**config.mk**
```make
export PLATFORM = sky130hd
export DESIGN_NAME = mem_responder
export DESIGN_NICKNAME = d
export VERILOG_FILES = /design/src/rtl/mem_responder.sv
export SDC_FILE = /design/constraint.sdc
export NUM_CORES = 1
export LEC_CHECK = 0
export ABC_AREA = 1
export BUFFER_PORTS_ARGS = -buffer_cell sky130_fd_sc_hd__buf_4
export CAP_MARGIN = 25
export CORE_ASPECT_RATIO = 0.8
export CORE_MARGIN = 4
export CORE_UTILIZATION = 25
export CTS_CLUSTER_DIAMETER = 200
export DETAILED_ROUTE_END_ITERATION = 12
export PLACE_DENSITY_LB_ADDON = 0.2
export SYNTH_ARGS = -nofsm -noshare
export SYNTH_HDL_FRONTEND = slang
export SYNTH_SLANG_ARGS = --single-unit
export TNS_END_PERCENT = 5
```
**constraint.sdc**
```tcl
create_clock -name clk -period 8.8 [get_ports clk]
set_input_delay 0.44 -clock clk [delete_from_list [all_inputs] [get_ports clk]]
set_output_delay 0.44 -clock clk [all_outputs]
set_load 0.05 [all_outputs]
```
**src/rtl/mem_responder.sv**
```systemverilog
// Single-port wait-state memory responder: IDLE/WAIT/RESP handshake over a
// 2**ADDR_W x DATA_W array with saturating read/write completion counters.
module mem_responder #(
    parameter int unsigned ADDR_W   = 5,
    parameter int unsigned DATA_W   = 8,
    parameter int unsigned WAIT_CYC = 1
) (
    input  logic              clk,
    input  logic              rst,
    input  logic              read,
    input  logic              write,
    input  logic [ADDR_W-1:0] addr,
    input  logic [DATA_W-1:0] data_in,
    output logic [DATA_W-1:0] data_out,
    output logic              ack,
    output logic              busy,
    output logic              err,
    output logic [15:0]       rd_count,
    output logic [15:0]       wr_count
);

    localparam int unsigned DEPTH    = 2 ** ADDR_W;
    localparam logic [3:0]  LAST_CNT = (WAIT_CYC == 0) ? 4'd0 : 4'(WAIT_CYC - 1);

    typedef enum logic [1:0] {
        IDLE,
        WAIT,
        RESP
    } state_t;

    state_t            state, state_nxt;
    logic [3:0]        wait_cnt, wait_cnt_nxt;
    logic [ADDR_W-1:0] lat_addr;
    logic [DATA_W-1:0] lat_data;
    logic              lat_wr;

    logic              accept;
    logic              illegal;
    logic              enter_resp;
    logic [ADDR_W-1:0] acc_addr;
    logic [DATA_W-1:0] acc_data;
    logic              acc_wr;

    logic [DATA_W-1:0] mem [DEPTH];

    // With no wait states the access happens on the accepting edge, so the
    // live request fields feed the array instead of the latched copies.
    always_comb begin
        state_nxt    = state;
        wait_cnt_nxt = wait_cnt;
        accept       = 1'b0;
        illegal      = 1'b0;
        enter_resp   = 1'b0;
        acc_addr     = lat_addr;
        acc_data     = lat_data;
        acc_wr       = lat_wr;
        case (state)
            IDLE: begin
                if (read ^ write) begin
                    accept       = 1'b1;
                    acc_addr     = addr;
                    acc_data     = data_in;
                    acc_wr       = write;
                    wait_cnt_nxt = '0;
                    if (WAIT_CYC == 0) begin
                        state_nxt  = RESP;
                        enter_resp = 1'b1;
                    end else begin
                        state_nxt = WAIT;
                    end
                end else if (read && write) begin
                    illegal = 1'b1;
                end
            end
            WAIT: begin
                if (wait_cnt == LAST_CNT) begin
                    state_nxt    = RESP;
                    enter_resp   = 1'b1;
                    wait_cnt_nxt = '0;
                end else begin
                    wait_cnt_nxt = wait_cnt + 4'd1;
                end
            end
            RESP: state_nxt = IDLE;
            default: state_nxt = IDLE;
        endcase
    end

    always_ff @(posedge clk or posedge rst) begin
        if (rst) begin
            state    <= IDLE;
            wait_cnt <= '0;
            lat_addr <= '0;
            lat_data <= '0;
            lat_wr   <= 1'b0;
        end else begin
            state    <= state_nxt;
            wait_cnt <= wait_cnt_nxt;
            if (accept) begin
                lat_addr <= addr;
                lat_data <= data_in;
                lat_wr   <= write;
            end
        end
    end

    always_ff @(posedge clk or posedge rst) begin
        if (rst) begin
            for (int unsigned i = 0; i < DEPTH; i++) begin
                mem[i] <= '0;
            end
            data_out <= '0;
            rd_count <= '0;
            wr_count <= '0;
            err      <= 1'b0;
        end else begin
            err <= illegal;
            if (enter_resp) begin
                if (acc_wr) begin
                    mem[acc_addr] <= acc_data;
                    if (wr_count != '1) wr_count <= wr_count + 16'd1;
                end else begin
                    data_out <= mem[acc_addr];
                    if (rd_count != '1) rd_count <= rd_count + 16'd1;
                end
            end
        end
    end

    assign ack  = (state == RESP);
    assign busy = (state != IDLE);

endmodule
```
After elaboration in Yosys (flattened, before gate mapping)
Cells that the tools add are included.
W data, S select, Z words.

word-level totals
  input port bits = 17
  bits in registers = 317
  output and inout bits = 43
  logic and storage cells = 92

cells by class
  equal/unequal tests = 6
  magnitude comparators = 2
  add/sub/neg operators = 3
  muxes and demuxes = 25
  bitwise logic cells = 3
  reductions and logical operators = 12

operators by type and width
  kind                     count
  $bwmux W256              1
  $bmux W8 S5              1
  $demux W8 S5             1
  $mux W8                  5
  $add A16 B1 Y16 const B  2
  $ne A16 B16 Y1 const B   2
  $mux W5                  2
  $mux W1                  9
  $mux W4                  2
  $pmux W4 S2              1
  $reduce_and A2 Y1        4
  $ge A6 B6 Y1 const B     1
  $lt A6 B1 Y1 const B     1
  $not A5 Y6               1
  $reduce_and A3 Y1        2
  $add A4 B1 Y4 const B    1
  $logic_not A4 Y1         1
  $mux W2                  2
  $ne A2 B2 Y1 const B     2
  $pmux W2 S2              1
  $reduce_bool A2 Y1       2
  $eq A2 B1 Y1 const B     1
  $eq A2 B2 Y1 const B     1
  $logic_and A1 B1 Y1      2
  3 further kinds          3

Depth between registers and ports, before layout
Gate-level depths: netlist of the first run.

  word-level depth = 9
  depth in mapped cells = 17
  depth with buffers taken out = 14

Worst setup path before layout of the first run
No wires, ideal clock.

  kind = in2reg
  from = input port read
  to = register mem[15] (netlist bit)
  required time = 8669 ps
  path buffers = 3
  data arrival time = 2307 ps
  library setup time = 131 ps
  cell stages on the path = 11
  setup slack = 6363 ps
  cells stage by stage = ha_1 nand2_4 buf_6 nand2_2 nand2_1 buf_4 nor3_4 nand2_4 buf_6 nand2_1 o21ai_1

on the way
  word-level cells in the longest chain between the ends = 9
  elaborated cells between the ends (all ways) = 15
  those cells by class = 2 x order compare; 9 x mux; 2 x bitwise; 2 x reduce/logical

ends and longest elaborated chain
  item                                                                       RTL line  text
  from (decl)                                                                10        input logic read,
  $xor A1 B1 Y1 (*)                                                          59        if (read ^ write) begin
  $mux W5                                                                    59
  $mux W5                                                                    57        case (state)
  $not A5 Y6 (not written as such)                                           120       mem[acc_addr] <= acc_data;
  $ge A6 B6 Y1 (not written as such) / $lt A6 B1 Y1 (equally long branches)  120
  $logic_and A1 B1 Y1 (not written as such)                                  120
  $mux W8 (not written as such)                                              120
  $demux W8 S5                                                               120
  $bwmux W256                                                                120
  to (signal, indexed assignment)                                            120
  to (decl)                                                                  44        logic [DATA_W-1:0] mem [DEPTH];

Mark *: on every way between the ends. The rest lies on a longest branch, timed or not.
A chain may end at the register's enable or synchronous reset.

Worst setup path after layout of the first run
  from = register state[0]
  to = register mem[243] (netlist bit)

on the way
  word-level cells in the longest chain between the ends = 8
  elaborated cells between the ends (all ways) = 14
  those cells by class = 2 x order compare; 1 x eq/ne; 7 x mux; 1 x bitwise; 3 x reduce/logical

ends and longest elaborated chain
  item                                                                       RTL line  text
  from (decl)                                                                31        state_t state, state_nxt;
  from (signal assigned)                                                     97        state <= state_nxt;
  $logic_not A2 Y1                                                           57
  $mux W5                                                                    57
  $not A5 Y6 (not written as such)                                           120
  $ge A6 B6 Y1 (not written as such) / $lt A6 B1 Y1 (equally long branches)  120
  $logic_and A1 B1 Y1 (not written as such)                                  120
  $mux W8 (not written as such)                                              120
  $demux W8 S5                                                               120
  $bwmux W256                                                                120

Several ways; a longest one is shown, not always the timed one.

==> parameters.txt, run 1 <==
Parameter                              Value

Yosys
  EDFF count, synth ... 0
  Top cells by instance count after synthesis ... 879 x sky130_fd_sc_hd__nand2_1, 317 x sky130_fd_sc_hd__dfrtp_1, 155 x sky130_fd_sc_hd__nand3_1, 132 x sky130_fd_sc_hd__o21ai_0, 124 x sky130_fd_sc_hd__o21ai_1
  Yosys Warn Count ... 0
  Share of the yosys chip area belonging to registers ... 52.3%
  Synthesized instance count ... 1,948
  Area share of the largest cell type after synthesis ... 52.3%
  Primary FF master, synth ... sky130_fd_sc_hd__dfrtp_1
  Number of storage elements in the synthesis netlist ... 317
  Syn_area_per_cell ... 7.79 µm²
  Count of unique library cells instantiated by Yosys ... 30
  Number of nets in the synthesized netlist ... 1,970
  Cell area after synthesis ... 15,200 µm²
  Area contributors post-synth ... sky130_fd_sc_hd__dfrtp_1 52%, sky130_fd_sc_hd__nand2_1 22%, sky130_fd_sc_hd__nand3_1 5.1%
  Asr flop ratio synth ... 100%
  Synth area leader ... sky130_fd_sc_hd__dfrtp_1
  Most repeated cell in the gate-level netlist after synthesis ... sky130_fd_sc_hd__nand2_1

Global routing
  Initial antenna violation count ... 1
  Number of global-route vias before repair ... 12,279
  Maximum number of pins on one net before global-route repair ... 172
  Gr usage total ... 14.6%
  Global-route wire length before repair ... 75,600 µm
  Total global routing overflow ... 0

Drt
  Drt total wl ... 47,900 µm
  Remaining design rule violation count ... 0
  Wire length per cell ... 17.4 µm
  Residual antenna-violating net count after detailed routing ... 0
  DRC violation total after the first TritonRoute iteration ... 1,006
  Total vias in the final route ... 12,613
  Pre-Repair DR Iteration Count ... 5
  Per-cell via count in the routed design ... 4.57

Clocking
  Number of sinks handled by clock tree synthesis ... 317
  Worst skew pair latency ... 540 ps
  Inserted Clock Buffers ... 37
  # hold bufs at CTS ... 0
  Clock-pin transition on the worst setup and hold timing paths ... 60 ps
  Post CTS Setup Buffer Count ... 0
  CTS HTree Levels ... 2
  Root buffer selected by CTS ... sky130_fd_sc_hd__clkbuf_16
  Clock Tree Buf Depth ... 3
  Clock tree from TritonCTS ... yes
  Post_cts resized ... 0

Placed design
  HPWL after detailed placement ... 28,900 µm
  Area post-placement ... 16,300 µm²
  Final weighted congestion in routability-driven placement ... 0.801
  Quantity of I/O buffers inserted on ports ... 59

Critical path
  Crit path max-delay family ... buffers and inverters
  Kind of end point of the critical path ... register
  Crit Path Max Fanout ... 69
  Critical setup path kind ... reg -> reg
  Category of the worst setup path launch point ... register
  Data arrival, critical path ... 4420 ps
  Bufs and invs on worst path ... 4
  Sequence of cells on the critical path ... nor2_4 -> nand2_4 -> o21ai_4 -> buf_4 -> inv_2 -> buf_4 -> nor3_2 -> buf_4 -> nand2_1 -> nand2_1 -> o21ai_0
  Largest stage delay, worst path ... 680 ps
  CP max-delay cell ... sky130_fd_sc_hd__buf_4
  Most Frequent Cell on Critical Path ... sky130_fd_sc_hd__buf_4
  CP Data Required Time ... 9170 ps

Pwr
  Overall power of the completed layout ... 5.65 mW
  Worst vdd ir ... 0.000203 V
  Lkg Pwr ... 8.86 nW
  Total power divided by cell area ... 323 nW/µm²

STA
  Pin slew with the least headroom to its limit ... 1080 ps
  Setup repair after global routing missed its margin ... no
  Highest clock rate ... 247 MHz
  Hold Fails Final Rpt ... 0
  Post-route setup TNS ... 0 ps
  Final setup violation count ... 0
  Worst relative slew slack ... 27.8%
  Slew Viols, Final ... 0
  Hold slack final ... 194 ps
  Shortest period the worst path allows ... 4050 ps
  Final period utilization ... 46.0%
  Setup skew after layout ... 21.5 ps

Final layout
  Fillcell total ... 6,473
  Final nets ... 1,976
  Synthesis-to-layout area growth ... 15.6%
  Area of the multi-input gates ... 6470 µm²
  Layout cells sized above 1 ... 9.91%
  Ant. Diodes ... 0
  Area used by sequential logic in the layout ... 7930 µm²
  Final design instance area without fill ... 17,500 µm²

Floorplanning
  I/O pins ... 60
  Core Rows ... 80
  Initial cell density of the core ... 25.3%
  Die area ... 64,700 µm²
  Core Region ... 59,900 µm²
  Chip Width ... 283 µm
  Vertical die dimension ... 228 µm

Status
  Outcome ... finished, final reports clean

Min path
  Worst hold-check path type ... in -> async

Flow run
  Number of max-cap violations ... 0
[through the flow]
step	utilization, %	std cells	setup slack [ps]
after floorplan	-	1948	4140
after global placement	27.2	2690	3850
after detailed placement	27.2	2691	4300
after CTS	29.2	2754	4700
after global routing	29.3	2757	4390
final	29.3	2757	4750
[registers in the layout (all words and copies together) (netlist names)]
register  flops
err           1
wr_count     16
rd_count     16
data_out      8
lat_data      8
lat_wr        1
lat_addr      5
mem         256
state         2
wait_cnt      4
[metal layers]
metal | up-vias | wire length, µm | GRT usage (%)
met5 | - | 0 | 0
met4 | 0 | 789 | 2.83
met3 | 53 | 2720 | 2.86
met2 | 308 | 19400 | 20.9
met1 | 6053 | 25000 | 22.9
li1 | 6199 | - | -
[path summary, 6_finish.rpt]
kind | slack (ps) | cells past startpoint | to | startpoint
setup reg to reg | 4750 | 11 | mem[243] | state[0]
hold / removal | 190 | 3 | wr_count[3] | rst
setup / recovery | 4750 | 11 | mem[243] | state[0]
min in group clk | 200 | 3 | lat_wr | write
hold reg to reg | 480 | 2 | mem[63] | mem[63]
max in group asynchronous | 7330 | 5 | mem[179] | rst
[cell usage in the layout (no fill, tap or decap), types with 7 or more instances in the layout]
| master | count |
|---|---|
| sky130_fd_sc_hd__dfrtp_1 | 317 |
| sky130_fd_sc_hd__o21ai_0 | 132 |
| sky130_fd_sc_hd__nor2_1 | 38 |
| sky130_fd_sc_hd__o21ai_2 | 8 |
| sky130_fd_sc_hd__or2_2 | 8 |
| sky130_fd_sc_hd__and2_1 | 9 |
| sky130_fd_sc_hd__xnor2_1 | 10 |
| sky130_fd_sc_hd__nand2_4 | 17 |
| sky130_fd_sc_hd__buf_4 | 85 |
| sky130_fd_sc_hd__nor3_1 | 11 |
| sky130_fd_sc_hd__o21ai_1 | 124 |
| sky130_fd_sc_hd__clkbuf_1 | 11 |
| sky130_fd_sc_hd__nand3_1 | 153 |
| sky130_fd_sc_hd__clkbuf_8 | 7 |
| sky130_fd_sc_hd__nand2_1 | 877 |
| sky130_fd_sc_hd__nor3_2 | 7 |
| sky130_fd_sc_hd__inv_1 | 65 |
| sky130_fd_sc_hd__xor2_1 | 20 |
| sky130_fd_sc_hd__clkbuf_16 | 37 |
[kinds of logic (layout without fill, tap and decap cells)]
group / count (synthesis) / count (layout) / share of synthesized area, %
AND/OR/NAND/NOR: 1132 / 1132 / 30.9
flip-flops: 317 / 317 / 52.3
AO/OA/AOI/OAI: 272 / 272 / 9.22
buffers and inverters: 191 / 221 / 5.32
XOR/XNOR: 30 / 30 / 1.73
adder cells (fa/ha/maj): 5 / 5 / 0.413
multiplexers: 1 / 1 / 0.0742
[worst reg2reg max path, cell delays in order (launching register included)]
cell and delay [ps]:
sky130_fd_sc_hd__dfrtp_1 420, sky130_fd_sc_hd__nor2_4 200, sky130_fd_sc_hd__nand2_4 220, sky130_fd_sc_hd__o21ai_4 200, sky130_fd_sc_hd__buf_4 680, sky130_fd_sc_hd__inv_2 470
sky130_fd_sc_hd__buf_4 410, sky130_fd_sc_hd__nor3_2 460, sky130_fd_sc_hd__buf_4 270, sky130_fd_sc_hd__nand2_1 330, sky130_fd_sc_hd__nand2_1 160, sky130_fd_sc_hd__o21ai_0 100
[power breakdown]
group | switching, mW | leakage [nW] | internal [mW]
Clock | 0.625 | 0.558 | 0.865
Combinational | 1.47 | 4.03 | 0.544
Sequential | 0.251 | 4.26 | 1.90
Total | 2.34 | 8.86 | 3.31
[layout make-up]
cell class	count	share of cell area [%]
clock inverters	8	0.450
inverters	68	1.48
flip-flops and latches	317	45.3
clock buffers	55	6.07
well taps	779	5.56
repair buffers	90	4.25
multi-input cells	1440	36.9
Note: power is estimated with default switching activity, not from simulation.
==> inputs of run 2 (changes only) <==
--- a/config.mk
+++ b/config.mk
@@ -5,7 +5,7 @@
 export SDC_FILE = /design/constraint.sdc
 export NUM_CORES = 1
 export LEC_CHECK = 0
-export ABC_AREA = 1
+export ABC_AREA = 0
 export BUFFER_PORTS_ARGS = -buffer_cell sky130_fd_sc_hd__buf_4
 export CAP_MARGIN = 25
 export CORE_ASPECT_RATIO = 0.8
==> constraint.sdc (replaced) <==
create_clock -name clk -period 4.2 [get_ports clk]
set_input_delay 0.21 -clock clk [delete_from_list [all_inputs] [get_ports clk]]
set_output_delay 0.21 -clock clk [all_outputs]
set_load 0.05 [all_outputs]
==> run 2 against run 1 <==
Effect of this change: final area grew 2.9%; area after synthesis rose by 0.94%; critical endpoint is now data_out[1]; critical path type is now in -> reg; sequential power rose by 130%; combinational power grew to 2.6 times the previous value; sequential cell count stayed put; final cell count decreased by 13%; sequential share of layout area fell by 1.2 points; utilization increased by 0.69 points; first-iteration DRC count fell by 18%; critical path depth down 1; worst hold slack lost 140 ps.
==> parameters.txt, run 2 <==
Parameter                              Value

Yosys
  Primary FF master, synth ... sky130_fd_sc_hd__dfrtp_1
  Syn_area_per_cell ... 10.2 µm² (+31%)
  Share of the yosys chip area belonging to registers ... 51.8% (-0.49 points)
  Mux contribution to synthesized area ... 13.2% (+13 points)
  Count of unique library cells instantiated by Yosys ... 65 (+120%)
  Area fraction in and, or, nand and nor cells after synthesis ... 15.4% (-16 points)
  Cell area after synthesis ... 15,300 µm² (+0.94%)
  Top cells by instance count after synthesis ... 317 x sky130_fd_sc_hd__dfrtp_1, 207 x sky130_fd_sc_hd__nand2_1, 172 x sky130_fd_sc_hd__nor2_1, 156 x sky130_fd_sc_hd__a21oi_1, 133 x sky130_fd_sc_hd__o21ai_0
  Synth area leader ... sky130_fd_sc_hd__dfrtp_1
  Area share of the largest cell type after synthesis ... 51.8% (-0.49 points)
  Number of nets in the synthesized netlist ... 1,528 (-22%)
  Post-Synth Adder-Cell Area ... 0.409% (-0.0038 points)
  Yosys Warn Count ... 0 (unchanged)
  Post-synthesis xor/xnor area fraction ... 1.66% (-0.073 points)
  Number of storage elements in the synthesis netlist ... 317 (unchanged)
  Asr flop ratio synth ... 100% (unchanged)
  Most repeated cell in the gate-level netlist after synthesis ... sky130_fd_sc_hd__dfrtp_1
  Synthesized instance count ... 1,506 (-23%)
  Area contributors post-synth ... sky130_fd_sc_hd__dfrtp_1 52%, sky130_fd_sc_hd__mux4_2 8.7%, sky130_fd_sc_hd__a21oi_1 5.1%
  Largest family of logic cells by synthesized area ... simple AND/OR/NAND/NOR gates
  EDFF count, synth ... 0 (unchanged)
  Share of the synthesized area in compound gates (AO/OA/AOI/OAI) ... 13.5% (+4.3 points)

Final layout
  Most common library cell in the layout ignoring fill and taps ... sky130_fd_sc_hd__dfrtp_1
  Area used by sequential logic in the layout ... 7940 µm² (about the same)
  Final nets ... 1,564 (-21%)
  Biggest register ... mem
  Fillcell total ... 6,266 (-3.2%)
  Flip-flop count of the largest register, all copies and words added ... 256 (unchanged)
  Most used cells in the layout excluding fill and tap cells ... 315 x sky130_fd_sc_hd__dfrtp_1, 207 x sky130_fd_sc_hd__nand2_1, 172 x sky130_fd_sc_hd__nor2_1, 156 x sky130_fd_sc_hd__a21oi_1, 133 x sky130_fd_sc_hd__o21ai_0
  Layout cells sized above 1 ... 17.2% (+7.3 points)
  Area of the multi-input gates ... 6880 µm² (+6.3%)
  Synthesis-to-layout area growth ... 17.8%
  Registers with the highest flip-flop counts ... mem (256), rd_count (16), wr_count (16)

Clocking
  # hold bufs at CTS ... 2 (+2)
  CTS HTree Levels ... 2 (unchanged)
  Clock tree from TritonCTS ... yes
  Number of sinks handled by clock tree synthesis ... 317 (unchanged)
  Inserted Clock Buffers ... 36 (-2.7%)
  Clock Tree Buf Depth ... 3 (unchanged)
  Root buffer selected by CTS ... sky130_fd_sc_hd__clkbuf_16
  Post_cts resized ... 0 (unchanged)
  Post CTS Setup Buffer Count ... 0 (unchanged)
  Worst skew pair latency ... 540 ps (about the same)
  Clock-pin transition on the worst setup and hold timing paths ... 60 ps (about the same)

Placed design
  HPWL after detailed placement ... 32,600 µm (+13%)
  Final weighted congestion in routability-driven placement ... 0.812 (+1.4%)
  Worst setup slack after placement ... 806 ps (-3490 ps)
  Quantity of I/O buffers inserted on ports ... 59 (unchanged)

Drt
  Remaining design rule violation count ... 0 (unchanged)
  Wire length per cell ... 20.3 µm (+17%)
  Per-cell via count in the routed design ... 4.79 (+4.7%)
  Total vias in the final route ... 11,431 (-9.4%)
  Pre-Repair DR Iteration Count ... 5 (unchanged)
  DRC violation total after the first TritonRoute iteration ... 824 (-18%)
  Drt total wl ... 48,500 µm (+1.2%)
  Residual antenna-violating net count after detailed routing ... 0 (unchanged)

Pwr
  Total power divided by cell area ... 745 nW/µm² (+130%)
  Lkg Pwr ... 7.86 nW (-11%)
  Overall power of the completed layout ... 13.4 mW (+140%)
  Flop pwr share ... 36.7% (-1.4 points)
  P_int ... 7.85 mW (+140%)
  Net switching power of the design ... 5.57 mW (+140%)
  Worst vdd ir ... 0.000583 V (+190%)
  Portion of total power attributed to the clock network ... 23.8% (-2.5 points)
  Gate power share ... 39.5% (+3.9 points)
  Proportion of total power due to net switching ... 41.5% (+0.057 points)

STA
  Worst relative slew slack ... 36.1% (+8.3 points)
  Setup skew after layout ... 22.2 ps (+0.641 ps)
  Final critical-path setup slack ... 741 ps (-4010 ps)
  Final period utilization ... 82.4%
  Setup repair after global routing missed its margin ... no
  Shortest period the worst path allows ... 3460 ps
  Hold Fails Final Rpt ... 0 (unchanged)
  Highest clock rate ... 289 MHz
  Final setup violation count ... 0 (unchanged)
  Slew Viols, Final ... 0 (unchanged)
  Pin slew with the least headroom to its limit ... 938 ps (-142 ps)

Floorplanning
  Core Rows ... 80 (unchanged)
  Core Region ... 60,200 µm² (+0.50%)
  Chip Width ... 285 µm (+0.46%)
  Die area ... 65,300 µm² (+0.91%)
  I/O pins ... 60 (unchanged)
  Initial cell density of the core ... 25.4% (+0.11 points)
  Vertical die dimension ... 229 µm (+0.45%)

Critical path
  Critical setup path kind ... in -> reg
  Data arrival, critical path ... 3840 ps (-580 ps)
  CP Data Required Time ... 4580 ps (-4590 ps)
  Crit Path Max Fanout ... 60 (-13%)
  Category of the worst setup path launch point ... input pin
  Kind of end point of the critical path ... register

Global routing
  Global-route wire length before repair ... 74,900 µm (-0.96%)
  Number of global-route vias before repair ... 11,296 (-8.0%)
  Gr usage total ... 14.9% (+0.23 points)
  Maximum number of pins on one net before global-route repair ... 106 (-38%)
  Initial antenna violation count ... 2 (+1)
  Total global routing overflow ... 0 (unchanged)

Status
  Outcome ... finished, final reports clean

Flow run
  Number of max-cap violations ... 0 (unchanged)

Min path
  Worst hold-check path type ... in -> reg
## run 2: power groups by stage
stage / logic (mW) / clock network [mW] / registers [mW]
floorplan: 3.32 / 0 / 4.85
global placement: 5.28 / 0 / 4.95
detailed placement: 5.34 / 0 / 4.99
CTS: 5.36 / 3.29 / 4.94
global route: 5.77 / 3.41 / 5.08
finish: 5.31 / 3.19 / 4.93
## run 2: cells by family after synthesis
group | after synthesis
simple gates | 519
compound gates | 369
flops | 317
buf+inv | 142
mux | 125
xor+xnor | 29
fa+ha+maj | 5
## run 2: worst max-delay path, cell delays in order
cell	delay, ps
sky130_fd_sc_hd__dlygate4sd3_1	540
sky130_fd_sc_hd__buf_4	150
sky130_fd_sc_hd__ha_1	310
sky130_fd_sc_hd__or3b_2	740
sky130_fd_sc_hd__a21oi_4	290
sky130_fd_sc_hd__buf_12	350
sky130_fd_sc_hd__mux2i_1	330
sky130_fd_sc_hd__o22ai_1	150
sky130_fd_sc_hd__o31ai_1	480
sky130_fd_sc_hd__a41oi_1	180
## run 2: per-layer routing
metal	global-route usage, %	vias up	part of all wire, %
met4	3.10	2	1.9
met5	0	-	0.027
met1	22.7	5691	49
met2	21.3	288	42
met3	3.53	59	7.0
li1	-	5391	-
## run 2: final cells by class
class | count | share of cell area [%]
Sequential cell | 317 | 44.0
Multi-Input combinational cell | 1047 | 38.2
Timing Repair Buffer | 110 | 5.02
Clock buffer | 48 | 5.59
Clock inverter | 14 | 0.861
Inverter | 30 | 0.645
Antenna cell | 1 | 0.0139
Tap cell | 820 | 5.69
## run 2: path summary, 6_finish.rpt
check | start | end | slack [ps] | cells after the start
setup / recovery | write | data_out[1] | 740 | 10
hold / removal | read | err | 50 | 4
setup reg to reg | state[0] | data_out[1] | 880 | 7
hold reg to reg | mem[58] | mem[58] | 480 | 2
max in group asynchronous | rst | lat_addr[0] | 2430 | 4
min in group asynchronous | rst | mem[11] | 440 | 3
## run 2: per-stage QoR
step / TNS (ps) / hold slack, ps / instance area [µm²] / instances / utilization, %
finish: 0 / 52.2 / 18000 / 2387 / 30.0
global route: 0 / 84.4 / 18000 / 2386 / 30.0
CTS: 0 / 20.7 / 18000 / 2386 / 30.0
detailed placement: 0 / 450 / 16800 / 2322 / 28.0
global placement: 0 / 455 / 16800 / 2322 / 28.0
floorplan: -74440 / 315 / 15300 / 1506 / -
